==> src/rtl/pcileech_com_tx_arbiter.sv <==
// ============================================================================
// Module  : pcileech_com_tx_arbiter
// Brief   : Round-robin, packet-locked arbiter of three FIFO sources onto the
//           tagged 32-bit COM TX word path, with a per-grant stall watchdog.
//           Define PCILEECH_COM_ARB_STATS_EN to add per-channel word/abort stats.
// Revision: 1.0 - initial release
// ============================================================================
`default_nettype none

module pcileech_com_tx_arbiter #(
  parameter int NUM_CH        = 3,
  parameter int MAX_BURST     = 64,
  parameter int STALL_TIMEOUT = 1024
) (
  input  logic                 clk,
  input  logic                 rst_n,
  input  logic [NUM_CH-1:0]    req_valid,
  input  logic [NUM_CH*32-1:0] req_data,
  input  logic [NUM_CH-1:0]    req_last,
  output logic [NUM_CH-1:0]    req_ready,
  output logic                 tx_valid,
  output logic [31:0]          tx_data,
  output logic [1:0]           tx_tag,
  output logic                 tx_last,
  input  logic                 tx_ready,
  output logic                 err_stall,
  input  logic                 err_clr,
  output logic [1:0]           grant_ch
`ifdef PCILEECH_COM_ARB_STATS_EN
  ,
  output logic [NUM_CH*32-1:0] stat_words,
  output logic [15:0]          stat_aborts
`endif
);

  localparam logic [1:0]  c_IDLE       = 2'd0;
  localparam logic [1:0]  c_GRANT      = 2'd1;
  localparam logic [1:0]  c_ABORT      = 2'd2;
  localparam logic [7:0]  c_BURST_LAST = 8'(MAX_BURST - 1);
  localparam logic [15:0] c_STALL_LAST = 16'(STALL_TIMEOUT - 1);
  localparam logic [1:0]  c_LAST_CH    = 2'(NUM_CH - 1);

  logic [1:0]  r_state;
  logic [1:0]  r_rr;
  logic [7:0]  r_burst_cnt;
  logic [15:0] r_stall_cnt;

  logic        w_out_free;
  logic        w_valid_g;
  logic        w_accept;
  logic        w_word_last;
  logic        w_burst_end;
  logic        w_abort_emit;
  logic [31:0] w_word;
  logic [1:0]  w_rr_next;
  logic [1:0]  w_pick;
  logic [2:0]  w_idx;

  // Single-stage output skid: the source may push whenever the register drains.
  assign w_out_free   = ~tx_valid | tx_ready;
  assign w_valid_g    = req_valid[grant_ch];
  assign w_accept     = (r_state == c_GRANT) & w_valid_g & w_out_free;
  assign w_word       = req_data[{grant_ch, 5'd0} +: 32];
  assign w_word_last  = req_last[grant_ch];
  assign w_burst_end  = (r_burst_cnt == c_BURST_LAST);
  assign w_abort_emit = (r_state == c_ABORT) & w_out_free;
  assign w_rr_next    = (grant_ch == c_LAST_CH) ? 2'd0 : grant_ch + 2'd1;

  always_comb begin
    req_ready = '0;
    if (r_state == c_GRANT) begin
      req_ready[grant_ch] = w_out_free;
    end
  end

  // Scan from the rr pointer upward with wrap; the nearest requester wins.
  always_comb begin
    w_pick = r_rr;
    w_idx  = '0;
    for (int k = NUM_CH - 1; k >= 0; k--) begin
      w_idx = {1'b0, r_rr} + 3'(k);
      if (w_idx >= 3'(NUM_CH)) begin
        w_idx = w_idx - 3'(NUM_CH);
      end
      if (req_valid[w_idx]) begin
        w_pick = w_idx[1:0];
      end
    end
  end

  always_ff @(posedge clk or negedge rst_n) begin
    if (!rst_n) begin
      r_state     <= c_IDLE;
      r_rr        <= '0;
      grant_ch    <= '0;
      r_burst_cnt <= '0;
      r_stall_cnt <= '0;
    end else begin
      case (r_state)
        c_IDLE: begin
          if (|req_valid) begin
            grant_ch    <= w_pick;
            r_burst_cnt <= '0;
            r_stall_cnt <= '0;
            r_state     <= c_GRANT;
          end
        end
        c_GRANT: begin
          if (w_accept) begin
            r_burst_cnt <= r_burst_cnt + 8'd1;
            r_stall_cnt <= '0;
            if (w_word_last | w_burst_end) begin
              r_rr    <= w_rr_next;
              r_state <= c_IDLE;
            end
          end else if (!w_valid_g) begin
            // Only source starvation counts; sink backpressure never does.
            if (r_stall_cnt == c_STALL_LAST) begin
              r_state <= c_ABORT;
            end else begin
              r_stall_cnt <= r_stall_cnt + 16'd1;
            end
          end
        end
        c_ABORT: begin
          if (w_out_free) begin
            r_rr    <= w_rr_next;
            r_state <= c_IDLE;
          end
        end
        default: r_state <= c_IDLE;
      endcase
    end
  end

  always_ff @(posedge clk or negedge rst_n) begin
    if (!rst_n) begin
      tx_valid <= 1'b0;
      tx_data  <= '0;
      tx_tag   <= '0;
      tx_last  <= 1'b0;
    end else if (w_accept) begin
      tx_valid <= 1'b1;
      tx_data  <= w_word;
      tx_tag   <= grant_ch;
      tx_last  <= w_word_last | w_burst_end;
    end else if (w_abort_emit) begin
      tx_valid <= 1'b1;
      tx_data  <= 32'hFFFF_FFFF;
      tx_tag   <= grant_ch;
      tx_last  <= 1'b1;
    end else if (tx_ready) begin
      tx_valid <= 1'b0;
    end
  end

  // Setting on an abort takes precedence over a coincident clear.
  always_ff @(posedge clk or negedge rst_n) begin
    if (!rst_n) begin
      err_stall <= 1'b0;
    end else if (w_abort_emit) begin
      err_stall <= 1'b1;
    end else if (err_clr) begin
      err_stall <= 1'b0;
    end
  end

`ifdef PCILEECH_COM_ARB_STATS_EN
  for (genvar gi = 0; gi < NUM_CH; gi++) begin : g_stat_ch
    logic [31:0] r_words;
    always_ff @(posedge clk or negedge rst_n) begin
      if (!rst_n) begin
        r_words <= '0;
      end else if (err_clr) begin
        r_words <= '0;
      end else if (w_accept && (grant_ch == 2'(gi)) && (r_words != '1)) begin
        r_words <= r_words + 32'd1;
      end
    end
    assign stat_words[32*gi +: 32] = r_words;
  end

  always_ff @(posedge clk or negedge rst_n) begin
    if (!rst_n) begin
      stat_aborts <= '0;
    end else if (err_clr) begin
      stat_aborts <= '0;
    end else if (w_abort_emit && (stat_aborts != '1)) begin
      stat_aborts <= stat_aborts + 16'd1;
    end
  end
`endif

endmodule

`default_nettype wire

==> config.mk <==
export PLATFORM = sky130hd
export DESIGN_NAME = pcileech_com_tx_arbiter
export DESIGN_NICKNAME = d
export VERILOG_FILES = /design/src/rtl/pcileech_com_tx_arbiter.sv
export SDC_FILE = /design/constraint.sdc
export NUM_CORES = 1
export LEC_CHECK = 0
export ABC_AREA = 1
export CAP_MARGIN = 20
export CORE_MARGIN = 2
export CORE_UTILIZATION = 45
export DETAILED_ROUTE_END_ITERATION = 16
export GPL_TIMING_DRIVEN = 0
export PLACE_DENSITY = 0.81
export SETUP_SLACK_MARGIN = 0.2
export SLEW_MARGIN = 5
export SYNTH_ARGS = -nofsm -noshare
export SYNTH_HDL_FRONTEND = slang
export SYNTH_SLANG_ARGS = --single-unit
==> constraint.sdc <==
create_clock -name clk -period 1.7 [get_ports clk]
set_input_delay 0.34 -clock clk [delete_from_list [all_inputs] [get_ports clk]]
set_output_delay 0.34 -clock clk [all_outputs]
set_load 0.03 [all_outputs]
==> impl_metrics.ini, run 1 <==
[detailed_routing]
num_vias = 5717
drt-initial-drc-count = 622
ant_nets = 0
routedWlPerCell_microns = 23.0
drt_wl_total_mm = 21.1
drc = 0
drt-pass1-iter-count = 6
viasPerCell = 6.22

[floorplanning]
ios = 148
die_area_sq_mm = 0.00986
start_util = 0.466
fp.dieW_microns = 99.3
rows = 34
die_h_microns = 99.3
core_area_sq_mm = 0.00876

[timing]
fin_setup_tns_ns = -3.45
rsz0062_at_grt = yes
fin_crit_sh = 1.12
setup_violations = 40
finalCriticalPeriod_ns = 1.90
hold_slack_ns = 0.104
fmaxAchievable_ghz = 0.528
finalHoldViolCount = 0
layout_setup_ws_ns = -0.196
drv_slew = 0
worst_pin_slew_ns = 0.888
slew-limit-headroom = 0.408
clock_skew_ns = 0.0217

[synthesis]
synth_area_sq_mm = 0.00409
ys_seq_area_frac = 0.410
syn_avg_cell_area_sq_um = 6.92
synth_adder_area_share = 0.0153
yosysWarningCount = 0
synth_top_family_by_area = simple AND/OR/NAND/NOR gates
synth_simple_gate_area_frac = 0.361
yosysUniqueCellTypes = 31
synth_compound_area_frac = 0.129
synth_xor_area_frac = 0.00643
synthMuxAreaShare = 0
syn_inst = 591
ys_ff_latch = 67
synth_nets = 702

[setup_path]
worstSetupEndpointType = flip-flop
critPathLaunch = grant_ch[1]
crit_top_cell = buf_8
worst-path-max-fanout = 5
slowest_stage = dfrtp_2
r2r-start = grant_ch[1]
slowest_delay_ns = 0.44
path_cells = buf_8 > inv_4 > nand3_2 > nand3_4 > nand2_8 > nand2_4 > buf_6 > buf_4 > buf_8 > nor2_4 > a21oi_1
required_ns = 1.95
cp.buffers_inverters = 5
start_kind = flip-flop
cp.arrival_ns = 2.15
critPathKind = reg2reg
path_delay_family = buffers and inverters

[clocking]
insertion_delay_ns = 0.35
cts_tree = built
clk_pin_slew_worst_paths_ns = 0.09
root_buffer = clkbuf_8
cts_num_sinks = 67
cts_max_level = 3
clockBufferDepth = 2
cts_made_buffers = 9

[global_route]
grt_start_max_net_pins = 68
grt_antenna_before_repair = 0
grt_pass1_vias = 5051
grt_pass1_wl_mm = 24.7
overflow = 0
globalRouteTotalUtil = 0.314

[status]
violations = setup timing
outcome = finished with violations

[power_and_ir_drop]
powerDensity_mw_per_mm2 = 1910
irDropWorstVdd_mv = 1.08
power_leakage_uw = 0.00339

[final_layout]
drive_above_1_share = 0.366
insertedDiodeCount = 0
area_delta_synth_final_pct = 84.4
register_area_sq_mm = 0.00168
fillers = 426
final_nets = 917
multi_input_area_sq_mm = 0.00297

[placed_design]
portBuffers = 147
gp_congestion = 0.884
hpwl_mm = 10.3

[run]
cap_violations = 0

[worst_hold_path]
worstHoldPathType = in2async
stage by stage:
stage                util  worst slack, ns  instances  total power (uW)  instance area (sq um)
global placement    0.659            -2.23        846              8380                   5770
global route        0.860           -0.219        919             14900                   7540
CTS                 0.758          -0.0950        904             11300                   6640
finish              0.860           -0.196        919             14400                   7540
floorplan               -            0.170        591              6330                   4170
detailed placement  0.658           -0.676        846              8540                   5770
registers in the layout, summed over array words and instances, names as in the netlist:
signal,cells
tx_data,32
r_stall_cnt,16
r_burst_cnt,8
grant_ch,2
r_rr,2
r_state,2
tx_tag,2
err_stall,1
tx_last,1
tx_valid,1
where the power goes:
| part | switching (uW) | total [uW] | internal (uW) | leakage [uW] |
|---|---|---|---|---|
| Combinational | 6100 | 10400 | 4340 | 0.00250 |
| Sequential | 561 | 2690 | 2130 | 0.000800 |
| Clock | 693 | 1260 | 564 | 0.0000851 |
layer usage:
metal,vias to the layer above,wire length [microns],global-route usage
met5,-,0,0
met4,0,1730,0.134
met3,190,2210,0.0499
met2,509,10000,0.531
met1,2656,7150,0.400
li1,2362,-,-
synth_stat cells, drive strengths merged:
master	count	share of area
buf	18	0.028
or2	1	0.0015
inv	48	0.044
o21ai	11	0.016
nor3	4	0.0049
nand3	72	0.091
ha	5	0.015
a21oi	81	0.099
o211ai	1	0.0018
o21bai	3	0.0055
clkbuf	5	0.0046
dfrtp	67	0.41
nand4	5	0.0077
nand3b	2	0.0046
nor2	85	0.082
xor2	3	0.0064
nand2	177	0.17
o31ai	3	0.0067
area by class of cell:
| cell class | instances | area share |
|---|---|---|
| Inverter | 48 | 0.0280 |
| Clock buffer | 11 | 0.0188 |
| Multi-Input combinational cell | 455 | 0.394 |
| Buffer | 23 | 0.0390 |
| Sequential cell | 67 | 0.223 |
| Clock inverter | 5 | 0.00398 |
| Timing Repair Buffer | 202 | 0.275 |
| Tap cell | 108 | 0.0179 |
cells in the final DEF, fill, tap and decap left out, types with 14 or more instances in the layout:
master and n:
a21oi_1 37, buf_6 15, clkdlybuf4s50_1 101, dfrtp_1 62, dlygate4sd2_1 21, nand2_1 127
nor2_4 38, nand2_2 33, nand3_2 15, nor2_1 39, clkbuf_2 14, a21oi_2 44
nand3_1 54, nand2_4 14, buf_4 30, inv_1 39
timing repair:
action | CTS | global route
hold buffers | 0 | 0
endpoints found under the setup margin | 107 | 74
setup buffers | 34 | 11
gates cloned | 8 | 4
gates resized for setup | 153 | 238
pin swaps | 13 | 53
final timing paths:
check,to,slack [ns],cells after the start
worst min-delay path,tx_data[28],0.10,1
max in group asynchronous,grant_ch[0],0.96,1
worst max register to register,tx_data[12],-0.20,11
worst max-delay path,tx_data[12],-0.20,11
min in group clk,tx_last,0.49,2
worst min register to register,tx_last,0.49,2
logic make-up (layout without fill, tap and decap cells):
family                   after synthesis  in the layout
AND/OR/NAND/NOR                      346            348
AO/OA/AOI/OAI                         99             99
buffers and inverters                 71            289
flip-flops                            67             67
adder cells (fa/ha/maj)                5              5
XOR/XNOR                               3              3
Power figures use the tool's default switching activity.
==> run 2: changes to the inputs <==
--- a/config.mk
+++ b/config.mk
@@ -6,12 +6,13 @@
 export NUM_CORES = 1
 export LEC_CHECK = 0
 export ABC_AREA = 1
+export ABC_CLOCK_PERIOD_IN_PS = 1700
 export CAP_MARGIN = 20
 export CORE_MARGIN = 2
 export CORE_UTILIZATION = 45
 export DETAILED_ROUTE_END_ITERATION = 16
 export GPL_TIMING_DRIVEN = 0
-export PLACE_DENSITY = 0.81
+export PLACE_DENSITY_LB_ADDON = 0.25
 export SETUP_SLACK_MARGIN = 0.2
 export SLEW_MARGIN = 5
 export SYNTH_ARGS = -nofsm -noshare
==> constraint.sdc (replaced) <==
create_clock -name clk -period 1.7 [get_ports clk]
set_input_delay 0.34 -clock clk [delete_from_list [all_inputs] [get_ports clk]]
set_output_delay 0.34 -clock clk [all_outputs]
set_load 0.1 [all_outputs]
==> run 2 against run 1 <==
Effect of this change: the run still ends with setup timing left; sequential power is 2% higher; clock power increased by 14%; sequential share of layout area increased by 0.88 points; count of clock-buffer cells in the layout is 2 lower; via count decreased by 3.9%; global-route usage grew 1.8 points; non-clock buffer count fell by 10; total power up 14%.
==> impl_metrics.ini, run 2 (same netlist as run 1, synthesis figures left out) <==
[clocking]
root_buffer = clkbuf_8
clk_pin_slew_worst_paths_ns = 0.10
insertion_delay_ns = 0.36
cts_tree = built
cts_max_level = 3
clockBufferDepth = 2
cts_num_sinks = 67
cts_made_buffers = 9

[final_layout]
final_common_cell = nand2_1
drive_above_1_share = 0.339
final_nets = 906
final_cell_mix = nand2_1 (139), clkdlybuf4s50_1 (103), dfrtp_1 (63)
stdcell_count = 908
largest_reg_flops = 32
fillers = 463
top_regs = tx_data x32, r_stall_cnt x16, r_burst_cnt x8
top_register = tx_data
area_delta_synth_final_pct = 78.1
insertedDiodeCount = 0

[timing]
drv_slew = 0
finalHoldViolCount = 0
clock_skew_ns = 0.0160
layout_setup_ws_ns = -0.316
finalCriticalPeriod_ns = 2.02
setup_violations = 67
fmaxAchievable_ghz = 0.496
fin_crit_sh = 1.19
worst_pin_slew_ns = 0.869
slew-limit-headroom = 0.421
rsz0062_at_grt = yes

[global_route]
overflow = 0
grt_pass1_wl_mm = 25.9
globalRouteTotalUtil = 0.332
grt_start_max_net_pins = 68
grt_pass1_vias = 5072
grt_antenna_before_repair = 0

[detailed_routing]
drt_wl_total_mm = 19.9
ant_nets = 0
viasPerCell = 6.05
num_vias = 5494
drt-initial-drc-count = 437
drt-pass1-iter-count = 7
drc = 0
routedWlPerCell_microns = 21.9

[floorplanning]
fp.dieW_microns = 99.3
rows = 34
start_util = 0.466
core_area_sq_mm = 0.00876
die_area_sq_mm = 0.00986
die_h_microns = 99.3
ios = 148

[power_and_ir_drop]
irDropWorstVdd_mv = 1.46
totalPowerFinal_uw = 16400
power_leakage_uw = 0.00325
powerDensity_mw_per_mm2 = 2250

[setup_path]
worst-path-max-fanout = 7
path_cells = buf_12 > buf_4 > buf_6 > nand3_4 > nand3_4 > nand2_8 > nand2_8 > buf_12 > buf_12 > buf_16 > nor2_4 > a21oi_2
r2r-start = grant_ch[1]
cp.arrival_ns = 2.25
start_kind = flip-flop
slowest_stage = dfrtp_4
crit_top_cell = buf_12
rrSetupSlack_ns = -0.32
rr_worst_depth = 12
worstSetupEndpointType = flip-flop
r2r-end = tx_data[28]
required_ns = 1.93
slowest_delay_ns = 0.50
critPathKind = reg2reg

[placed_design]
portBuffers = 147
gp_congestion = 0.962
hpwl_mm = 10.3
place_inst = 846

[run]
cap_violations = 0

[status]
violations = setup timing
outcome = finished with violations

[worst_hold_path]
worstHoldPathType = in2async
[run 2: how the worst max path moves through the flow]
| stage | end | slack, ns | start |
|---|---|---|---|
| global route | r_stall_cnt[9] | -0.36 | grant_ch[1] |
| global placement | tx_valid | -2.41 | rst_n |
| floorplan | req_ready[2] | -0.41 | tx_valid |
| detailed placement | req_ready[2] | -1.09 | tx_ready |
| CTS | req_ready[0] | -0.24 | grant_ch[1] |
| finish | tx_data[28] | -0.32 | grant_ch[1] |
[run 2: cell type report]
cell class | instances | area (sq um) | area share
clock buffers | 9 | 124 | 0.0170
multi-input cells | 454 | 2830 | 0.388
flip-flops and latches | 67 | 1690 | 0.232
clock inverters | 7 | 76.3 | 0.0105
inverters | 48 | 203 | 0.0278
repair buffers | 192 | 1930 | 0.266
well taps | 108 | 135 | 0.0186
plain buffers | 23 | 294 | 0.0404
[run 2: what timing repair did]
item                                    4_1_cts  5_1_grt
hold buffers                                  0        0
endpoints found under the setup margin      107      100
cloned                                        5        0
resized for setup                           369      108
pin swaps                                    17       20
buffers inserted                             35        6
[run 2: metrics by stage]
step           hold slack, ns   util  setup slack, ns  instance area [sq um]  TNS, ns
2_1_floorplan          0.0444      -           -0.405                   4290    -2.51
3_3_place_gp            0.478  0.672            -2.41                   5890  -159.81
3_5_place_dp            0.484  0.672            -1.09                   5890   -29.12
4_1_cts                 0.125  0.783           -0.241                   6860    -6.57
5_1_grt                 0.161  0.831           -0.358                   7280   -15.26
6_report               0.0948  0.831           -0.316                   7280   -12.15
[run 2: where the power goes]
| group | total, uW | switching [uW] | internal [uW] |
|---|---|---|---|
| Combinational | 12200 | 8080 | 4130 |
| Sequential | 2750 | 610 | 2140 |
| Clock | 1440 | 756 | 689 |
[run 2: critical path: cells and delay by family (launching register included)]
kind | cells | cell delay [ns]
AOI/OAI and AO/OA | 1 | 0.05
buffers and inverters | 6 | 0.83
DFF | 1 | 0.50
and+or+nand+nor | 5 | 0.51
[run 2: metal layers]
| layer | routed length (microns) | up-vias | global-route usage |
|---|---|---|---|
| met5 | 0 | - | 0 |
| met4 | 1420 | 0 | 0.148 |
| met3 | 1900 | 150 | 0.0562 |
| met2 | 9690 | 423 | 0.594 |
| met1 | 6850 | 2584 | 0.391 |
| li1 | - | 2337 | - |
==> run 3: changes to the inputs <==
--- a/config.mk
+++ b/config.mk
@@ -6,7 +6,7 @@
 export NUM_CORES = 1
 export LEC_CHECK = 0
 export ABC_AREA = 1
-export ABC_CLOCK_PERIOD_IN_PS = 1700
+export ABC_CLOCK_PERIOD_IN_PS = 1900
 export CAP_MARGIN = 20
 export CORE_MARGIN = 2
 export CORE_UTILIZATION = 45
==> constraint.sdc (replaced) <==
create_clock -name clk -period 1.9 [get_ports clk]
set_input_delay 0.38 -clock clk [delete_from_list [all_inputs] [get_ports clk]]
set_output_delay 0.38 -clock clk [all_outputs]
set_load 0.1 [all_outputs]
==> run 3 against run 2 <==
Effect of this change: register-to-register slack gained 0.27 ns; wire length shrank 8.2%; die area is the same; combinational power shrank 16%; critical path type is now reg2out; the run still ends with setup timing left; non-clock buffer count shrank 13.
==> impl_metrics.ini, run 3 (same netlist as run 1, synthesis figures left out) <==
[timing]
drv_slew = 0
fmaxAchievable_ghz = 0.486
worst_pin_slew_ns = 0.868
setup_violations = 15
fin_setup_tns_ns = -0.421
hold_slack_ns = 0.126
finalCriticalPeriod_ns = 2.06
clock_skew_ns = 0.0155
finalHoldViolCount = 0
layout_setup_ws_ns = -0.157
slew-limit-headroom = 0.422
rsz0062_at_grt = yes
fin_crit_sh = 1.08

[power_and_ir_drop]
comb_power_share = 0.738
irDropWorstVdd_mv = 1.25
switchingPower_uw = 8160
seqPwrFrac = 0.175
totalPowerFinal_uw = 13900
power_leakage_uw = 0.00318
powerDensity_mw_per_mm2 = 1960
p_int_uw = 5770
p_clk_frac = 0.087
switching_share = 0.586

[setup_path]
worstSetupEndpointType = output port
worst-path-max-fanout = 4
critPathKind = reg2out
r2r-start = grant_ch[1]
path_cells = buf_12 > nor2_4 > buf_6 > buf_8 > inv_4 > nor2_4 > buf_12
slowest_delay_ns = 0.51
rr_worst_depth = 10
cp.depth = 7
r2r-end = r_burst_cnt[6]
cp.buffers_inverters = 5
required_ns = 1.52
critPathLaunch = grant_ch[1]
path_delay_family = buffers and inverters
rrSetupSlack_ns = -0.05
start_kind = flip-flop
slowest_stage = dfrtp_4
cp.arrival_ns = 1.68
crit_path_end = req_ready[0]

[status]
violations = setup timing
outcome = finished with violations

[detailed_routing]
routedWlPerCell_microns = 20.4
drc = 0
ant_nets = 0
viasPerCell = 5.84
drt_wl_total_mm = 18.2
drt-pass1-iter-count = 5
num_vias = 5237
drt-initial-drc-count = 450

[final_layout]
drive_above_1_share = 0.335
top_regs = tx_data x32, r_stall_cnt x16, r_burst_cnt x8
top_register = tx_data
largest_reg_flops = 32
final_nets = 894
final_cell_mix = nand2_1 (142), clkdlybuf4s50_1 (101), nand3_1 (63), dfrtp_1 (63), a21oi_1 (43)
insertedDiodeCount = 0
final_common_cell = nand2_1
area_delta_synth_final_pct = 73.5

[global_route]
grt_pass1_vias = 4676
globalRouteTotalUtil = 0.297
grt_antenna_before_repair = 0
grt_pass1_wl_mm = 23.1
overflow = 0
grt_start_max_net_pins = 68

[run]
cap_violations = 0

[floorplanning]
ios = 148
fp.dieW_microns = 99.3
die_h_microns = 99.3
rows = 34
die_area_sq_mm = 0.00986
core_area_sq_mm = 0.00876
start_util = 0.466

[placed_design]
gp_congestion = 0.917
hpwl_mm = 10.3
pre_cts_ws_ns = -1.02
portBuffers = 147

[clocking]
root_buffer = clkbuf_8
cts_made_buffers = 9
clk_pin_slew_worst_paths_ns = 0.08
clockBufferDepth = 2
cts_hold_buf = 0
cts_tree = built
insertion_delay_ns = 0.36
cts_num_sinks = 67
cts_max_level = 3

[worst_hold_path]
worstHoldPathType = in2async
[run 3: cell type report]
cell class                 instances  area (sq um)
fill                             493          1670
multi-input combinational        455          2830
tap                              108           135
sequential                        67          1690
buffer                            23           287
clock inverter                     5          53.8
inverter                          48           210
clock buffer                      11           131
timing repair buffer             179          1750
[run 3: how the worst min path moves through the flow]
stage / to / slack (ns)
after floorplan: err_stall / 0.08
after global placement: tx_last / 0.49
after detailed placement: tx_last / 0.49
after CTS: r_stall_cnt[0] / 0.16
after global routing: r_state[1] / 0.21
final: r_rr[0] / 0.13
[run 3: per-stage QoR]
| step | std cells | cell area [sq um] | utilization |
|---|---|---|---|
| floorplan | 591 | 4200 | - |
| global route | 896 | 7090 | 0.809 |
| global placement | 846 | 5810 | 0.663 |
| finish | 896 | 7090 | 0.809 |
| CTS | 882 | 6390 | 0.729 |
| detailed placement | 846 | 5810 | 0.662 |
[run 3: worst reg2reg max path, delay by kind of cell, from the launching register on]
family          cells  cell delay [ns]
buf+inv             5             0.64
simple gates        4             0.48
compound gates      1             0.19
flops               1             0.51
[run 3: repair_timing]
action	in CTS	in global routing
setup endpoints to repair	96	75
cloned	3	5
buffers inserted	17	9
gates resized for setup	200	248
pin swaps	16	34
[run 3: power groups by stage]
stage	registers (uW)	logic, uW	clock network, uW
2_1_floorplan	4930	2910	0
3_3_place_gp	2230	7540	0
3_5_place_dp	2260	7640	0
4_1_cts	2240	8310	1170
5_1_grt	2480	10700	1250
6_report	2440	10300	1210
[run 3: routing by layer]
layer / routed length, microns / vias to the layer above / part of all wire / global-route usage
li1: - / 2313 / - / -
met3: 1680 / 113 / 0.092 / 0.0513
met2: 8970 / 360 / 0.49 / 0.526
met5: 0 / - / 0 / 0
met1: 6430 / 2451 / 0.35 / 0.370
met4: 1170 / 0 / 0.064 / 0.0917
